### config.mk
export PLATFORM = sky130hd
export DESIGN_NAME = uc1611_rx
export DESIGN_NICKNAME = d
export VERILOG_FILES = /design/src/rtl/uc1611_rx.sv
export SDC_FILE = /design/constraint.sdc
export NUM_CORES = 1
export LEC_CHECK = 0
export ABC_AREA = 1
export CAP_MARGIN = 20
export CORE_MARGIN = 2
export CORE_UTILIZATION = 45
export DETAILED_ROUTE_END_ITERATION = 12
export PLACE_DENSITY = 0.69
export RECOVER_POWER = 100
export SYNTH_ARGS = -nofsm -noshare
export SYNTH_HDL_FRONTEND = slang
export SYNTH_SLANG_ARGS = --single-unit
### constraint.sdc
create_clock -name clk -period 5 [get_ports clk]
set_input_delay 0.75 -clock clk [delete_from_list [all_inputs] [get_ports clk]]
set_output_delay 0.75 -clock clk [all_outputs]
set_load 0.05 [all_outputs]
### src/rtl/uc1611_rx.sv
// UC1611 parallel write-bus receiver: decodes the driver's command subset,
// tracks column/page addresses with auto-increment, and expands each 16-gray
// data byte into two framebuffer pixel writes via a 2-entry FIFO.
module uc1611_rx #(
  parameter int unsigned COLS  = 160,
  parameter int unsigned PAGES = 72
) (
  input  logic       clk,
  input  logic       reset,
  input  logic [7:0] lcd_data,
  input  logic       lcd_cd,
  input  logic       lcd_write,
  input  logic       lcd_cs,
  output logic       px_we,
  output logic [7:0] px_x,
  output logic [7:0] px_y,
  output logic [3:0] px_gray,
  output logic       disp_en,
  output logic [7:0] scroll,
  output logic [7:0] pot,
  output logic       overrun,
  output logic       cmd_err
);

  localparam logic [7:0] CaMax  = 8'(COLS - 1);
  localparam logic [6:0] PaMax  = 7'(PAGES - 1);
  localparam logic [7:0] RowMax = 8'(2 * PAGES - 1);

  typedef struct packed {
    logic [7:0] data;
    logic [7:0] ca;
    logic [6:0] pa;
  } entry_t;

  // Control registers
  logic [7:0] ca_q, ca_d;
  logic [6:0] pa_q, pa_d;
  logic [7:0] sl_q, sl_d;
  logic [2:0] ac_q, ac_d;
  logic [2:0] dc_q, dc_d;
  logic       mx_q, mx_d;
  logic       my_q, my_d;
  logic [1:0] lc_q, lc_d;
  logic [7:0] pot_q, pot_d;
  logic       arg_q, arg_d;
  logic       cmd_err_q, cmd_err_d;
  logic       overrun_q, overrun_d;

  // FIFO and pixel output stage
  entry_t     mem_q [2];
  entry_t     mem_d [2];
  logic       wr_ptr_q, wr_ptr_d;
  logic       rd_ptr_q, rd_ptr_d;
  logic [1:0] cnt_q, cnt_d;
  logic       half_q, half_d;
  logic       px_we_q, px_we_d;
  logic [7:0] px_x_q, px_x_d;
  logic [7:0] px_y_q, px_y_d;
  logic [3:0] px_gray_q, px_gray_d;

  logic cmd_acc, dat_acc;
  assign cmd_acc = lcd_write & lcd_cs & ~lcd_cd;
  assign dat_acc = lcd_write & lcd_cs & lcd_cd;

  logic [7:0] inner, inner_max, outer, outer_max, inner_nx, outer_nx;

  // Command decode and address auto-increment
  always_comb begin
    ca_d      = ca_q;
    pa_d      = pa_q;
    sl_d      = sl_q;
    ac_d      = ac_q;
    dc_d      = dc_q;
    mx_d      = mx_q;
    my_d      = my_q;
    lc_d      = lc_q;
    pot_d     = pot_q;
    arg_d     = arg_q;
    cmd_err_d = 1'b0;

    // AC[1] selects which counter runs fastest
    if (ac_q[1]) begin
      inner     = {1'b0, pa_q};
      inner_max = {1'b0, PaMax};
      outer     = ca_q;
      outer_max = CaMax;
    end else begin
      inner     = ca_q;
      inner_max = CaMax;
      outer     = {1'b0, pa_q};
      outer_max = {1'b0, PaMax};
    end
    inner_nx = inner;
    outer_nx = outer;
    if (inner < inner_max) begin
      inner_nx = inner + 8'd1;
    end else if (ac_q[0]) begin
      inner_nx = '0;
      outer_nx = (outer >= outer_max) ? 8'd0 : outer + 8'd1;
    end

    if (cmd_acc) begin
      if (arg_q) begin
        // Argument byte of 0x81 is captured, never decoded
        pot_d = lcd_data;
        arg_d = 1'b0;
      end else begin
        unique casez (lcd_data)
          8'b0000_????: ca_d[3:0] = lcd_data[3:0];
          8'b0001_????: ca_d[7:4] = lcd_data[3:0];
          8'b0100_????: sl_d[3:0] = lcd_data[3:0];
          8'b0101_????: sl_d[7:4] = lcd_data[3:0];
          8'b0110_????: pa_d[3:0] = lcd_data[3:0];
          8'b0111_0???: pa_d[6:4] = lcd_data[2:0];
          8'h81:        arg_d = 1'b1;
          8'b1000_1???: ac_d = lcd_data[2:0];
          8'b1010_1???: dc_d = lcd_data[2:0];
          8'b1100_0???: begin
            mx_d = lcd_data[1];
            my_d = lcd_data[2];
          end
          8'b1101_00??: lc_d = lcd_data[1:0];
          8'hE2: begin
            ca_d  = '0;
            pa_d  = '0;
            sl_d  = '0;
            ac_d  = 3'b001;
            dc_d  = '0;
            mx_d  = 1'b0;
            my_d  = 1'b0;
            lc_d  = '0;
            pot_d = '0;
            arg_d = 1'b0;
          end
          8'b0010_????, 8'b1000_01??, 8'b1010_00??, 8'b1110_10??: begin
          end
          default: cmd_err_d = 1'b1;
        endcase
      end
    end else if (dat_acc) begin
      if (ac_q[1]) begin
        pa_d = inner_nx[6:0];
        ca_d = outer_nx;
      end else begin
        ca_d = inner_nx;
        pa_d = outer_nx[6:0];
      end
    end
  end

  entry_t     head;
  logic       nonempty, full, pop, push_req, push, drop;
  logic [7:0] row;

  // FIFO bookkeeping and two-pixel expansion of the head entry
  always_comb begin
    head     = mem_q[rd_ptr_q];
    nonempty = (cnt_q != 2'd0);
    full     = (cnt_q == 2'd2);
    // Head retires on its second pixel; that slot is reusable the same cycle
    pop      = nonempty & half_q;
    push_req = dat_acc & (lc_q == 2'b10);
    push     = push_req & (~full | pop);
    drop     = push_req & full & ~pop;

    mem_d = mem_q;
    if (push) begin
      mem_d[wr_ptr_q] = '{data: lcd_data, ca: ca_q, pa: pa_q};
    end
    wr_ptr_d  = wr_ptr_q ^ push;
    rd_ptr_d  = rd_ptr_q ^ pop;
    cnt_d     = cnt_q + {1'b0, push} - {1'b0, pop};
    half_d    = nonempty ? ~half_q : half_q;
    overrun_d = overrun_q | drop;

    row       = {head.pa, half_q};
    px_we_d   = nonempty & (head.ca <= CaMax) & (head.pa <= PaMax);
    px_x_d    = mx_q ? CaMax - head.ca : head.ca;
    px_y_d    = my_q ? RowMax - row : row;
    px_gray_d = half_q ? head.data[7:4] : head.data[3:0];
  end

  // State registers
  always_ff @(posedge clk or negedge reset) begin
    if (!reset) begin
      ca_q      <= '0;
      pa_q      <= '0;
      sl_q      <= '0;
      ac_q      <= 3'b001;
      dc_q      <= '0;
      mx_q      <= 1'b0;
      my_q      <= 1'b0;
      lc_q      <= '0;
      pot_q     <= '0;
      arg_q     <= 1'b0;
      cmd_err_q <= 1'b0;
      overrun_q <= 1'b0;
      mem_q[0]  <= '0;
      mem_q[1]  <= '0;
      wr_ptr_q  <= 1'b0;
      rd_ptr_q  <= 1'b0;
      cnt_q     <= '0;
      half_q    <= 1'b0;
      px_we_q   <= 1'b0;
      px_x_q    <= '0;
      px_y_q    <= '0;
      px_gray_q <= '0;
    end else begin
      ca_q      <= ca_d;
      pa_q      <= pa_d;
      sl_q      <= sl_d;
      ac_q      <= ac_d;
      dc_q      <= dc_d;
      mx_q      <= mx_d;
      my_q      <= my_d;
      lc_q      <= lc_d;
      pot_q     <= pot_d;
      arg_q     <= arg_d;
      cmd_err_q <= cmd_err_d;
      overrun_q <= overrun_d;
      mem_q[0]  <= mem_d[0];
      mem_q[1]  <= mem_d[1];
      wr_ptr_q  <= wr_ptr_d;
      rd_ptr_q  <= rd_ptr_d;
      cnt_q     <= cnt_d;
      half_q    <= half_d;
      px_we_q   <= px_we_d;
      px_x_q    <= px_x_d;
      px_y_q    <= px_y_d;
      px_gray_q <= px_gray_d;
    end
  end

  assign px_we   = px_we_q;
  assign px_x    = px_x_q;
  assign px_y    = px_y_q;
  assign px_gray = px_gray_q;
  assign disp_en = |dc_q;
  assign scroll  = sl_q;
  assign pot     = pot_q;
  assign overrun = overrun_q;
  assign cmd_err = cmd_err_q;

endmodule

[Word-level counts from Yosys, hierarchy flattened]
Index checks and enable logic that the tools add are counted.
W data, S select, Z words.
Word-level totals
  word-level logic and storage cells: 153
  register bits: 115
  input port bits: 13
  output and inout port bits: 40
Operators by class
  multiplexer cells: 44
  equal/unequal tests: 22
  add/subtract/negate cells: 6
  reductions and logical operators: 24
  bitwise logic cells: 21
  order comparisons: 7
Operators with widths (number)
  $mux W8: 17
  $mux W23: 4
  $bwmux W46: 1
  $pmux W4 S2: 5
  $reduce_and A3 Y1: 10
  $mux W7: 4
  $eq A6 B6 Y1 const B: 4
  $demux W23 S1: 1
  $reduce_bool A2 Y1: 9
  $add A8 B1 Y8 const B: 2
  $eq A8 B8 Y1 const B: 2
  $reduce_or A16 Y1: 1
  $sub A8 B8 Y8 const A: 2
  $eq A5 B5 Y1 const B: 3
  $eq A4 B3 Y1 const B: 3
  $ne A3 B1 Y1 const B: 4
  $pmux W3 S2: 2
  $and A1 B1 Y1: 10
  $ge A8 B8 Y1: 1
  $le A8 B8 Y1 const B: 1
  $lt A8 B8 Y1: 1
  $pmux W2 S2: 2
  $le A7 B7 Y1 const B: 1
  $eq A5 B4 Y1 const B: 1
  19 further kinds: 33

[Depth between registers and ports, before layout]
Gate-level depths: netlist of run 1.
  word-level depth: 8
  mapped depth: 17
  depth with buffers taken out: 16

[Worst setup path before layout of run 1]
No wires, ideal clock.
  kind: input-to-reg
  start: in lcd_cd
  end: reg mem_q[10] (netlist name)
  cell stages on the path: 11
  buffers on the path: 2
  setup time: 0.078 ns
  slack: 2.902 ns
  data required time: 4.922 ns
  arrival: 2.020 ns
  path through: inv_1 nor2_1 nand2_1 nor2_1 inv_1 nor2_1 ha_1 clkbuf_1 clkbuf_1 nor2_1 a21oi_1
Between the ends
  word-level cells in the longest chain between the ends: 3
RTL lines
  start, declared: line 11  | input logic lcd_cd,
  $and A1 B1 Y1: line 63  | assign dat_acc = lcd_write & lcd_cs & lcd_cd;
  $and A1 B1 Y1: line 162  | push_req = dat_acc & (lc_q == 2'b10);
  $and A1 B1 Y1: line 163  | push = push_req & (~full | pop);
  end, declared: line 50  | entry_t mem_q [2];
No other way between the ends.
A chain may end at the register's enable or synchronous reset.

[Worst setup path in the final report of run 1]
  start: in lcd_cd
  end: reg mem_q[24] (netlist name)
The elaborated chain is that of the path after synthesis.

==> results.ini, run 1 <==
[critical_path]
cpLargestDelayFamily = buffers and inverters
worstPathMaxFanout = 26
path_cells = dlygate4sd3_1, inv_1, nor2_1, nand2_1, nor2_1, inv_1, nor2_1, ha_1, clkbuf_1, clkbuf_1, o21ai_0
start_kind = primary input
crit_arrival_ns = 3.55
crit_path_end_kind = register
crit_top_cell = nor2_1
worst-path-buf-inv = 5
critPathKind = in2reg
critPathMaxStageDelay_ns = 0.84
slowest_stage = clkbuf_1
critPathRequiredTime_ns = 5.28

[global_routing]
antenna_found_initial = 0
grt_overflow = 0
grt_usage_pct = 22.6
grt_pass1_vias = 5043
grt_max_degree = 79
grt_pass1_wl_um = 25300

[timing]
hold_viol = 0
rsz0062_at_grt = false
fin_tns_setup_ns = 0
post-route-period-util_pct = 65.4
post-route-min-period_ns = 3.27
worst_pin_slew_ns = 2.01
finClkSkew_ns = 0.00639
finalSetupViolCount = 0
slew-limit-headroom_pct = -33.8
drv_slew = 39
setup_ws_ns = 1.73
max_freq_mhz = 306

[layout]
fin_nets = 836
diodes = 0
final_common_cell = nand2_1
final_cells = 1004
syn_to_final_growth_pct = 20.3
final_cell_mix = 159 x nand2_1, 114 x dfrtp_1, 96 x nor2_1, 84 x inv_1, 71 x o21ai_0
drive_gt1_share_pct = 10.6
post-route-util_pct = 55.3

[status]
run_status = finished with violations
violations = max-capacitance violations, max-slew violations

[yosys]
ys.flop_type = dfrtp_1
synthDistinctLibCells = 43
ys_async_sr_fraction_pct = 100
synthTopCellsByArea = dfrtp_1 47%, nand2_1 9.8%, nor2_1 5.9%, o21ai_0 5.7%, inv_1 5.2%
yosysTopAreaCell = dfrtp_1
seq_area_frac_synth_pct = 47.5
synth-edff-count = 0
ys_ff_latch = 115
netlist_instances = 763
synth.avg_cell_area_um2 = 7.95
yosys.area.top_type_share_pct = 47.0
netlist_area_um2 = 6060
yosysWarnings = 0
synth_nets = 784

[pwr]
p_sw_w = 0.00195
p_clk_share_pct = 26.5
comb_power_share_pct = 43.2
intPower_w = 0.00251
sw_frac_of_total_pct = 43.7
finalPower_w = 0.00447
leakagePower_nw = 3.57
pwr-share-seq_pct = 30.3
peakVddDrop_uv = 283
p_per_area_nw_per_um2 = 612

[floorplanning]
dieArea_um2 = 14400
die_h_um = 120
core_um2 = 13200
fp.dieW_um = 120
io-pin-count = 53
num_rows = 42
start_util_pct = 46.0

[place]
gp_congestion = 0.987
dp_hpwl_um = 10800
io_buffers = 52
placedCellCount = 970
pre_cts_ws_ns = 1.77

[routing]
drtAntennaViolNets = 0
first_pass_iters = 5
drt_wl_total_um = 15200
drt-initial-drc-count = 494
vias = 5335
post_drt_wl_per_cell_um = 15.1
drc = 0
via_per_inst = 5.31

[cts]
cts_buffer_depth = 2
h-tree-depth = 4
ctsHoldBuffers = 0
clk_pin_slew_ns = 0.06
clock_latency_ns = 0.41
cts_buffers = 17
root_buffer = clkbuf_16
post-cts-setup-buffer-count = 0
post_cts_resized = 0
cts_sinks = 115
cts_tree = built

[hold_path]
hp-class = reg2reg

[job]
drv_cap = 1

metal layers:
metal / wire, µm / up-vias / global-route usage, %
met5: 0 / - / 0
met4: 356 / 0 / 8.38
met3: 866 / 32 / 4.71
met2: 6960 / 179 / 34.1
met1: 7020 / 2550 / 32.1
li1: - / 2574 / -
cell usage after synthesis, types with 2 or more instances:
cell and number:
nand3_1 56, inv_1 84, o21ai_0 69, a21oi_1 36, xor2_1 15, buf_6 3, buf_2 3, nand2_4 3
a22oi_1 2, mux2_2 5, nand2_1 159, a21oi_2 6, nor2_1 96, nor3_1 5, inv_2 5, nor2_2 4
o21ai_2 5, nor4_1 2, a31oi_1 2, xnor2_1 3, dfrtp_1 114, clkinv_1 3, nand3_2 7, o22ai_1 9
buf_8 2, nand2_2 12, nand4_1 8, clkbuf_1 16, ha_1 8, o21ai_1 7, nor3_2 2
layout make-up:
class	count	area [µm²]
Fill cell	1233	5900
Sequential cell	115	2880
Clock buffer	19	453
Clock inverter	13	135
Timing Repair Buffer	59	572
Multi-Input combinational cell	529	2680
Tap cell	176	220
Inverter	93	357
power by group through the flow:
stage	Combinational (W)	Clock, W	Sequential (W)
2_1_floorplan	0.00105	0	0.00170
3_3_place_gp	0.00191	0	0.00137
3_5_place_dp	0.00194	0	0.00138
4_1_cts	0.00196	0.00120	0.00137
5_1_grt	0.00213	0.00124	0.00138
6_report	0.00193	0.00118	0.00135
tightest hold or removal path, delay by kind of cell (launching register included):
kind	cells	cell delay, ns
AND/OR/NAND/NOR	1	0.05
AO/OA/AOI/OAI	1	0.06
flip-flops	1	0.33
logic make-up (layout without fill, tap and decap cells):
| group | count (synthesis) | count (layout) | synth area share [%] |
|---|---|---|---|
| compound gates | 141 | 141 | 13.1 |
| xor+xnor | 18 | 18 | 2.60 |
| fa+ha+maj | 8 | 8 | 1.65 |
| buf+inv | 119 | 184 | 8.36 |
| flops | 115 | 115 | 47.5 |
| mux | 5 | 5 | 0.929 |
| simple gates | 357 | 357 | 25.9 |
per-stage QoR:
stage | area (µm²) | hold slack (ns)
final | 7290 | 0.476
after global routing | 7290 | 0.505
after CTS | 7280 | 0.481
after detailed placement | 6690 | 0.467
after global placement | 6690 | 0.465
after floorplan | 6060 | 0.445
registers in the layout, summed over array words and instances (netlist names), 3 cells and up:
name	flops
pa_q	7
ca_q	8
scroll	8
mem_q	46
px_gray	4
px_y	8
px_x	8
dc_q	3
pot	8
worst paths after layout:
check | start | end | slack [ns] | depth (start not counted)
max in group asynchronous | reset | scroll[4]$_DFFE_PN0P_ | 2.11 | 2
min in group asynchronous | reset | mem_q[2]$_DFFE_PN0P_ | 0.50 | 1
worst min register to register | dc_q[2]$_DFFE_PN0P_ | dc_q[2]$_DFFE_PN0P_ | 0.48 | 2
worst min-delay path | dc_q[2]$_DFFE_PN0P_ | dc_q[2]$_DFFE_PN0P_ | 0.48 | 2
worst max register to register | half_q$_DFFE_PN0N_ | mem_q[24]$_DFFE_PN0P_ | 2.13 | 8
worst max-delay path | lcd_cd | mem_q[24]$_DFFE_PN0P_ | 1.73 | 11
(Power assumes the default switching activity.)
==> run 2, diff against run 1 <==
--- a/config.mk
+++ b/config.mk
@@ -10,7 +10,7 @@
 export CORE_MARGIN = 2
 export CORE_UTILIZATION = 45
 export DETAILED_ROUTE_END_ITERATION = 12
-export PLACE_DENSITY = 0.69
+export PLACE_DENSITY = 0.71
 export RECOVER_POWER = 100
 export SYNTH_ARGS = -nofsm -noshare
 export SYNTH_HDL_FRONTEND = slang
==> constraint.sdc (replaced) <==
create_clock -name clk -period 2.9 [get_ports clk]
set_input_delay 0.435 -clock clk [delete_from_list [all_inputs] [get_ports clk]]
set_output_delay 0.435 -clock clk [all_outputs]
set_load 0.05 [all_outputs]
==> results.ini, run 2 (synthesis gave the netlist of run 1 again) <==
[cts]
h-tree-depth = 4
post-cts-setup-buffer-count = 0
cts_tree = built
clk_pin_slew_ns = 0.05
cts_buffer_depth = 2
cts_buffers = 17
ctsHoldBuffers = 0
clock_latency_ns = 0.41
cts_sinks = 115
post_cts_resized = 0
root_buffer = clkbuf_16

[critical_path]
critPathRequiredTime_ns = 3.16
r2r_slack_ns = 0.45
worstPathMaxFanout = 13
crit_arrival_ns = 2.72
start_kind = primary input
critPathKind = in2reg
reg2reg_to = ca_q[1]$_DFFE_PN0P_
path_cells = dlygate4sd3_1, inv_1, nor2_1, nand2_1, nor2_1, inv_1, nor2_1, ha_1, clkbuf_1, o21ai_0
r2r-start = ac_q[1]$_DFFE_PN0P_
crit_top_cell = nor2_1
slowest_stage = dlygate4sd3_1
critPathMaxStageDelay_ns = 0.60
rr_worst_depth = 11
crit_path_end_kind = register

[timing]
rsz0062_at_grt = false
finClkSkew_ns = 0.00857
setup_ws_ns = 0.444
worst_pin_slew_ns = 1.53
post-route-min-period_ns = 2.46
slew-limit-headroom_pct = -1.83
post-route-period-util_pct = 84.7
max_freq_mhz = 407
hold_viol = 0
fin_tns_setup_ns = 0
finalSetupViolCount = 0
hold_ws_ns = 0.480
drv_slew = 116

[floorplanning]
num_rows = 42
fp.dieW_um = 120
io-pin-count = 53
core_um2 = 13200
start_util_pct = 46.0
die_h_um = 120
dieArea_um2 = 14400

[status]
run_status = finished with violations
violations = max-capacitance violations, max-slew violations

[global_routing]
grt_pass1_vias = 4945
grt_usage_pct = 22.2
grt_overflow = 0
grt_max_degree = 116
grt_pass1_wl_um = 24800
antenna_found_initial = 0

[pwr]
p_per_area_nw_per_um2 = 1060
peakVddDrop_uv = 513
leakagePower_nw = 3.61

[routing]
drt-initial-drc-count = 547
first_pass_iters = 5
drtAntennaViolNets = 0
drt_wl_total_um = 14900
vias = 5247
via_per_inst = 5.21
drc = 0
post_drt_wl_per_cell_um = 14.8

[hold_path]
hp-class = reg2reg
hp-start = scroll[2]$_DFFE_PN0P_
whs_endpoint = scroll[2]$_DFFE_PN0P_
hold_path_depth = 2

[layout]
final_cell_mix = 162 x nand2_1, 114 x dfrtp_1, 97 x nor2_1, 86 x inv_1, 72 x o21ai_0
post-route-util_pct = 55.4
regMostFlops = mem_q
fin_nets = 841
final_common_cell = nand2_1
fin_area_um2 = 7310
diodes = 0
syn_to_final_growth_pct = 20.6
largest_reg_flops = 46
drive_gt1_share_pct = 9.86

[place]
pre_cts_ws_ns = 0.409
gp_congestion = 0.901
dpl_cell_area_um2 = 6750
dp_hpwl_um = 10500
io_buffers = 52

[job]
drv_cap = 1

[run 2: worst max path at each step]
stage,start,end,slack [ns],cells past startpoint
after floorplan,ac_q[1]$_DFFE_PN0P_,ca_q[7]$_DFFE_PN0P_,0.83,16
after global placement,lcd_cd,mem_q[42]$_DFFE_PN0P_,0.49,11
after detailed placement,lcd_cd,mem_q[5]$_DFFE_PN0P_,0.41,11
after CTS,ac_q[1]$_DFFE_PN0P_,ca_q[1]$_DFFE_PN0P_,0.56,12
after global routing,ac_q[1]$_DFFE_PN0P_,ca_q[2]$_DFFE_PN0P_,0.17,13
final,lcd_cd,mem_q[37]$_DFFE_PN0P_,0.44,10
[run 2: layout make-up]
cell class              instances  area (µm²)
clock buffers                  21         460
clock inverters                10         156
fillers                      1212        5880
inverters                      93         357
multi-input cells             529        2650
flip-flops and latches        115        2880
well taps                     176         220
repair buffers                 64         591
[run 2: worst max-delay path: cells and delay by family]
family,cells,cell delay (ns)
AND/OR/NAND/NOR,4,0.52
AO/OA/AOI/OAI,1,0.20
buffers and inverters,4,1.13
adder cells (fa/ha/maj),1,0.42
[run 2: layer usage]
layer	vias to the layer above	GRT usage, %	part of all wire [%]
met5	-	0	0
met4	0	7.87	1.7
met3	23	5.37	6.8
met2	199	33.3	46
met1	2446	31.3	45
li1	2579	-	-
[run 2: where the power goes]
| part | total (W) | internal (W) | switching (W) |
|---|---|---|---|
| clock network | 0.00218 | 0.00147 | 0.000713 |
| registers | 0.00236 | 0.00201 | 0.000351 |
| logic | 0.00324 | 0.00101 | 0.00223 |
| total | 0.00778 | 0.00449 | 0.00330 |
[run 2: through the flow]
| stage | std cells | power [W] |
|---|---|---|
| global placement | 977 | 0.00567 |
| floorplan | 763 | 0.00475 |
| detailed placement | 977 | 0.00571 |
| finish | 1008 | 0.00778 |
| global route | 1008 | 0.00827 |
| CTS | 1008 | 0.00793 |
